[src/rtl/sram_fifo_pkg.sv]
// Shared types and elaboration helpers for the SRAM FIFO write-path arbiter.
package sram_fifo_pkg;

  typedef enum logic [1:0] {
    ST_IDLE  = 2'd0,
    ST_BURST = 2'd1,
    ST_DRAIN = 2'd2
  } arb_state_e;

  // Word layout: data bytes, 8-bit keep summary, EOP flag in the MSB.
  function automatic int word_width(input int tdata_width);
    return 32'sd8 * tdata_width + 32'sd9;
  endfunction

  function automatic int eop_bit(input int tdata_width);
    return word_width(tdata_width) - 32'sd1;
  endfunction

  function automatic int clog2(input int value);
    int r;
    r = 32'sd0;
    while ((32'sd1 << r) < value) r++;
    return r;
  endfunction

endpackage

[src/rtl/rr_pick.sv]
// Round-robin picker: first asserted request after ptr, wrapping modulo NUM_QUEUES.
module rr_pick #(
  parameter int NUM_QUEUES = 4,
  parameter int ID_WIDTH   = 2
) (
  input  logic [NUM_QUEUES-1:0] req,
  input  logic [ID_WIDTH-1:0]   ptr,
  output logic [ID_WIDTH-1:0]   grant,
  output logic                  any_grant
);

  logic [ID_WIDTH-1:0] idx_s;
  logic                hit_s;

  // Scan ptr+1 .. ptr+NUM_QUEUES; the first hit wins and later hits are masked.
  always_comb begin
    grant     = '0;
    any_grant = 1'b0;
    idx_s     = '0;
    hit_s     = 1'b0;
    for (int i = 1; i <= NUM_QUEUES; i++) begin
      idx_s     = ID_WIDTH'((int'(ptr) + i) % NUM_QUEUES);
      hit_s     = ~any_grant & req[idx_s];
      grant     = hit_s ? idx_s : grant;
      any_grant = any_grant | hit_s;
    end
  end

endmodule

[src/rtl/sram_fifo_burst_arbiter.sv]
// Burst-granular round-robin arbiter feeding the SRAM write engine from
// NUM_QUEUES head-word streams through a registered valid/ready output.
module sram_fifo_burst_arbiter
  import sram_fifo_pkg::*;
#(
  parameter int TDATA_WIDTH    = 32,
  parameter int NUM_QUEUES     = 4,
  parameter int QUEUE_ID_WIDTH = 2,
  parameter int BURST_LEN      = 8,
  parameter int IDLE_TIMEOUT   = 16,
  localparam int W             = word_width(TDATA_WIDTH)
) (
  input  logic                      clk,
  input  logic                      reset,
  input  logic [NUM_QUEUES-1:0]     din_valid,
  input  logic [NUM_QUEUES*W-1:0]   din,
  output logic [NUM_QUEUES-1:0]     rd_en,
  input  logic [NUM_QUEUES-1:0]     mem_queue_full,
  output logic [W-1:0]              dout,
  output logic                      dout_valid,
  input  logic                      dout_ready,
  output logic [QUEUE_ID_WIDTH-1:0] queue_id,
  output logic                      burst_start,
  output logic                      burst_end
);

  localparam int EOP_BIT = eop_bit(TDATA_WIDTH);
  localparam int BW      = clog2(BURST_LEN) + 32'sd1;
  localparam int IW      = clog2(IDLE_TIMEOUT) + 32'sd1;
  localparam logic [BW-1:0] BEAT_LAST = BW'(BURST_LEN - 32'sd1);
  localparam logic [BW-1:0] BEAT_ONE  = BW'(1'b1);
  localparam logic [IW-1:0] IDLE_LAST = IW'(IDLE_TIMEOUT - 32'sd1);
  localparam logic [IW-1:0] IDLE_ONE  = IW'(1'b1);
  localparam logic [QUEUE_ID_WIDTH-1:0] PTR_INIT = QUEUE_ID_WIDTH'(NUM_QUEUES - 32'sd1);

  arb_state_e                state_r, state_nxt_s;
  logic [QUEUE_ID_WIDTH-1:0] grant_r, rr_ptr_r, pick_s, queue_id_r;
  logic                      any_s;
  logic [BW-1:0]             beat_cnt_r;
  logic [IW-1:0]             idle_cnt_r;
  logic                      end_pending_r;
  logic [W-1:0]              dout_r, head_s;
  logic                      dout_valid_r, burst_start_r, burst_end_r;
  logic [NUM_QUEUES-1:0]     eligible_s;
  logic                      head_valid_s, can_load_s, pop_s, last_s, timeout_s, close_s;

  assign eligible_s   = din_valid & ~mem_queue_full;
  assign head_s       = din[int'(grant_r) * W +: W];
  assign head_valid_s = din_valid[grant_r];
  assign can_load_s   = ~dout_valid_r | dout_ready;
  assign pop_s        = (state_r == ST_BURST) & head_valid_s & can_load_s;
  assign last_s       = (beat_cnt_r == BEAT_LAST) | head_s[EOP_BIT];
  assign timeout_s    = (state_r == ST_BURST) & ~head_valid_s & (idle_cnt_r == IDLE_LAST);
  assign close_s      = timeout_s & (beat_cnt_r != '0);
  assign rd_en        = pop_s ? (NUM_QUEUES'(1'b1) << grant_r) : '0;

  rr_pick #(
    .NUM_QUEUES (NUM_QUEUES),
    .ID_WIDTH   (QUEUE_ID_WIDTH)
  ) u_rr_pick (
    .req       (eligible_s),
    .ptr       (rr_ptr_r),
    .grant     (pick_s),
    .any_grant (any_s)
  );

  // Next-state decode; a timeout with nothing emitted skips DRAIN entirely.
  always_comb begin
    state_nxt_s = state_r;
    case (state_r)
      ST_IDLE: begin
        if (any_s) state_nxt_s = ST_BURST;
        else       state_nxt_s = ST_IDLE;
      end
      ST_BURST: begin
        if ((pop_s & last_s) | close_s) state_nxt_s = ST_DRAIN;
        else if (timeout_s)             state_nxt_s = ST_IDLE;
        else                            state_nxt_s = ST_BURST;
      end
      ST_DRAIN: begin
        if (can_load_s) state_nxt_s = ST_IDLE;
        else            state_nxt_s = ST_DRAIN;
      end
      default: state_nxt_s = ST_IDLE;
    endcase
  end

  // State register, grant/pointer capture and burst counters.
  always_ff @(posedge clk) begin
    if (reset) begin
      state_r       <= ST_IDLE;
      grant_r       <= '0;
      rr_ptr_r      <= PTR_INIT;
      beat_cnt_r    <= '0;
      idle_cnt_r    <= '0;
      end_pending_r <= 1'b0;
    end else begin
      state_r <= state_nxt_s;
      case (state_r)
        ST_IDLE: begin
          if (any_s) begin
            grant_r    <= pick_s;
            rr_ptr_r   <= pick_s;
            beat_cnt_r <= '0;
            idle_cnt_r <= '0;
          end
        end
        ST_BURST: begin
          if (pop_s) begin
            beat_cnt_r <= beat_cnt_r + BEAT_ONE;
            idle_cnt_r <= '0;
          end else if (!head_valid_s) begin
            idle_cnt_r <= idle_cnt_r + IDLE_ONE;
          end
          if (close_s) end_pending_r <= 1'b1;
        end
        ST_DRAIN: begin
          if (can_load_s) end_pending_r <= 1'b0;
        end
        default: end_pending_r <= 1'b0;
      endcase
    end
  end

  // Output register: load on pop, drop on accept, otherwise hold; a timeout
  // close can still mark a held word as the end of its burst.
  always_ff @(posedge clk) begin
    if (reset) begin
      dout_r        <= '0;
      dout_valid_r  <= 1'b0;
      queue_id_r    <= '0;
      burst_start_r <= 1'b0;
      burst_end_r   <= 1'b0;
    end else if (pop_s) begin
      dout_r        <= head_s;
      dout_valid_r  <= 1'b1;
      queue_id_r    <= grant_r;
      burst_start_r <= (beat_cnt_r == '0);
      burst_end_r   <= last_s;
    end else if (dout_ready) begin
      dout_valid_r  <= 1'b0;
      burst_start_r <= 1'b0;
      burst_end_r   <= 1'b0;
    end else if (dout_valid_r & (close_s | end_pending_r)) begin
      burst_end_r   <= 1'b1;
    end
  end

  assign dout        = dout_r;
  assign dout_valid  = dout_valid_r;
  assign queue_id    = queue_id_r;
  assign burst_start = burst_start_r;
  assign burst_end   = burst_end_r;

endmodule

[config.mk]
export PLATFORM = sky130hd
export DESIGN_NAME = sram_fifo_burst_arbiter
export DESIGN_NICKNAME = d
export VERILOG_FILES = /design/src/rtl/sram_fifo_pkg.sv /design/src/rtl/rr_pick.sv /design/src/rtl/sram_fifo_burst_arbiter.sv
export SDC_FILE = /design/constraint.sdc
export NUM_CORES = 1
export LEC_CHECK = 0
export CORE_AREA = 2 2 526 528
export DETAILED_ROUTE_END_ITERATION = 12
export DIE_AREA = 0 0 528 530
export DONT_BUFFER_PORTS = 1
export PLACE_DENSITY = 0.3
export SLEW_MARGIN = 5
export SYNTH_ARGS = -nofsm -noshare
export SYNTH_HDL_FRONTEND = slang
export SYNTH_SLANG_ARGS = --single-unit
[constraint.sdc]
create_clock -name clk -period 5.8 [get_ports clk]
set_clock_uncertainty 0.15 [all_clocks]
set_input_delay 1.74 -clock clk [delete_from_list [all_inputs] [get_ports clk]]
set_output_delay 1.74 -clock clk [all_outputs]
set_load 0.05 [all_outputs]
==> results list <==
- Buffers inserted by post-CTS timing repair: 0
- Timing analysis after detailed placement gives a worst setup slack of 0.7206 ns.
- Proportion of power drawn by combinational gates: 21.6%
- Launching point of the worst reg2reg path: grant_r[1]
- Synthesis inferred 286 register bits.
- Synth top cells by count: sky130_fd_sc_hd__nand2_1, sky130_fd_sc_hd__dfxtp_1, sky130_fd_sc_hd__a21oi_1
- Commonest register cell after synthesis: sky130_fd_sc_hd__dfxtp_1
- Total clock buffers created by CTS: 46
* Worst path cell trace: mux4_2 -> and3_4 -> nand2_1 -> nor2_1 -> buf_4
* Final routed wire length divided by cell count: 33.99 um
* Highest net fanout along the worst path: 14
* Clock transition time at the flip-flop clock pins of the worst setup and hold paths: 0.06 ns
- Antenna violations before repair: 321
* Worst Hold Endpoint: end_pending_r
* Buffer depth of the longest clock path: 3
- Core box area: 0.2748 mm^2
* Max-cap violations: 0
* Status: finished clean
- The routed design could run at a clock period as short as 5.062 ns.
- Top delay family on crit path: multiplexers
- Clock Root Buffer: sky130_fd_sc_hd__clkbuf_16
- Of the total power, registers draw 40.3%.
- Warnings, synthesis: 0
- I/O pin total: 1345
- Dividing total power by cell area gives a power density of 347.6 mW/mm^2.
- Setup violations remaining at the end of the flow were counted as 0.
* Capturing element type of the critical path: output port
* Internal cell power: 4.671 mW
- R2R cell count: 6
* Leading post-synthesis cells by cell area: sky130_fd_sc_hd__mux4_2, sky130_fd_sc_hd__dfxtp_1, sky130_fd_sc_hd__nand2_1
- In this run the critical register-to-register path is captured at dout[35].
- The synthesized netlist contains 39 unique library cells.
- Worst skew pair latency: 0.72 ns
- In the final layout, the multi-input gates occupy 0.01001 mm^2.
* Cells after synthesis: 1617
* Part of the Yosys area used for sequential elements: 34.77%
* Remaining antenna violation count: 0
- In the final layout, flip-flops and latches occupy 0.005733 mm^2.
- Maximum level of the CTS H-tree: 2
- Number of design-rule violations left by the first detailed-router iteration: 1237
- Die outline width: 528 um
- For this run, design rule violations remaining after detail routing come to 0.
- The critical path is of the in2out type.
- For this run the aggregate overflow at the end of global routing stands at 0.
* Switching Share: 40.25%
- Die height: 530 um
- Total detailed-routing wirelength: 181400 um
* Count of port buffers added during placement: 0
- Summed over all cells, the static leakage comes to 5.685 nW.
* Slew @ Worst Pin: 1.150 ns
- Fill cell instance count of the final layout: 31953
- Hold path startpoint: end_pending_r
* Critical path data arrival time: 3.17 ns
* Area share of the largest cell type after synthesis: 36.38%
- The tree built by TritonCTS fans out to 286 sinks.
* Most common cell in the synthesized netlist: sky130_fd_sc_hd__nand2_1
- Final total negative setup slack: 0 ns
- Min-delay worst type: reg2reg
- Fmax: 197.5 MHz
- After clock tree synthesis, the repair step resized 0 gates.
* Post-Syn Nets: 2692
- For this configuration, the core starts out at a cell density of 5.992%.
* Wire length of the first global-routing pass: 209800 um
* Share of cells above drive strength 1: 23.69%
- Count of standard-cell rows: 193
- Register-to-register setup slack: 2.14 ns
- The synthesized design contains 0 enable-type register cells.
- CTS tree: done
* Via-to-Cell Ratio: 2.986
- The floorplan step defined a die boundary enclosing 0.2798 mm^2.
- Once routing completed, OpenROAD measured the worst setup slack at 0.7378 ns.
* Overall fraction of global-route tracks in use: 12.26%
- Slew Limit Fails: 0
- Number of instances on the worst hold path: 2
- The total count of hold-check failures in the final report was 0.
- Critical Path RT: 3.91 ns
- Via count: 15933
- Headroom to the max-slew limit came out at 22.34%.
- Post-synthesis instance area: 0.01647 mm^2
* Layout overhead on the synthesized area: 36.59%
- Entering global routing, the biggest net connects 288 pins.
- Net switching power of the design: 3.146 mW
- Post-cts hold buffer count: 0
- Unrepaired setup endpoints after global routing: false
* Pre-antenna DRT Iters: 7
* Type of element launching the critical path: input port
- Part of the cycle the worst path needs: 87.28%
- The congestion estimate from routability-driven global placement came to 1.044.
* Library cell contributing the largest single delay on the critical path: sky130_fd_sc_hd__mux4_2
- Synth Area per Inst: 10.18 um^2
* Buffer and inverter count on the worst path: 1
* Largest stage delay on the critical path: 0.67 ns
- Count of nets after finishing: 2612
- After synthesis, the share of flip-flops with an asynchronous set or reset is 0%.
- Cell type with the largest total area after synthesis: sky130_fd_sc_hd__mux4_2
- Of the total power, the clock network draws 38.1%.
- Worst vdd ir: 0.1945 mV
* Post-route worst hold slack: 0.3383 ns
- Detailed placement finished with a half-perimeter wire length of 160100 um.
- Via count of the first global-routing pass: 14357
worst min-delay path, delay by kind of cell (launching register included):
family	cells	cell delay [ns]
DFF	1	0.31
AOI/OAI and AO/OA	2	0.14
how the worst max path moves through the flow:
stage	depth (start not counted)	startpoint	endpoint
3_5_place_dp	4	din_valid[3]	rd_en[3]
2_1_floorplan	5	din_valid[1]	rd_en[0]
5_1_grt	5	din_valid[1]	rd_en[2]
3_3_place_gp	5	din_valid[1]	rd_en[2]
6_report	5	din_valid[3]	rd_en[2]
4_1_cts	4	din_valid[3]	rd_en[3]
routing by layer:
layer	global-route usage (%)	vias to the layer above	part of all wire, %
li1	-	5952	-
met1	11.26	7595	31
met2	18.58	1587	43
met3	10.78	637	20
met4	6.221	162	6.1
met5	0.5128	-	0.59
sequential cells by signal, summed over array words and instances (netlist names):
name           cells
burst_start        1
idle_cnt_r         5
dout             265
queue_id           2
end_pending_r      1
rr_ptr_r           2
burst_end          1
dout_valid         1
grant_r            2
beat_cnt_r         4
state_r            2
layout by cell type, fill, tap and decap left out, types with 5 or more instances in the layout:
master,count
sky130_fd_sc_hd__nand2b_1,9
sky130_fd_sc_hd__mux4_2,266
sky130_fd_sc_hd__buf_12,8
sky130_fd_sc_hd__a21oi_1,282
sky130_fd_sc_hd__nor3_1,5
sky130_fd_sc_hd__clkbuf_16,46
sky130_fd_sc_hd__inv_1,5
sky130_fd_sc_hd__clkbuf_1,9
sky130_fd_sc_hd__clkbuf_8,9
sky130_fd_sc_hd__nand3_1,5
sky130_fd_sc_hd__nor2_1,15
sky130_fd_sc_hd__clkinv_2,7
sky130_fd_sc_hd__nor2b_1,6
sky130_fd_sc_hd__diode_2,159
sky130_fd_sc_hd__dfxtp_1,284
sky130_fd_sc_hd__buf_4,18
sky130_fd_sc_hd__nand2_1,543
power by group through the flow:
stage | Combinational (mW) | Sequential [mW] | Clock [mW]
after floorplan | 1.36 | 2.90 | 0
after global routing | 1.84 | 3.19 | 3.18
after global placement | 1.72 | 3.22 | 0
after detailed placement | 1.72 | 3.23 | 0
after CTS | 1.73 | 3.18 | 3.13
final | 1.69 | 3.15 | 2.97
layout make-up:
cell class                      count  area share [%]
Inverter                            5         0.08345
Clock buffer                       64           5.819
Multi-Input combinational cell   1172           44.50
Tap cell                         3607           20.07
Clock inverter                     17          0.9569
Antenna cell                      159           1.769
Sequential cell                   286           25.49
Timing Repair Buffer               26           1.313
cells by family (layout without fill, tap and decap cells):
group / Yosys count / in the layout / synth area share, %
buf+inv: 159 / 112 / 4.552
other cells: 0 / 159 / 0
simple gates: 595 / 595 / 14.14
flops: 286 / 286 / 34.77
mux: 268 / 268 / 36.50
compound gates: 303 / 303 / 9.620
xor+xnor: 2 / 2 / 0.1064
fa+ha+maj: 4 / 4 / 0.3040
through the flow:
stage	util, %	total power [mW]	cell area, um^2	std cells
final	8.184	7.817	22490	5336
after global routing	8.105	8.204	22270	5249
after CTS	8.039	8.045	22090	5177
after detailed placement	7.485	4.950	20570	5096
after global placement	7.485	4.941	20570	5096
after floorplan	-	4.261	16470	1617
Note: power is estimated with default switching activity, not from simulation.
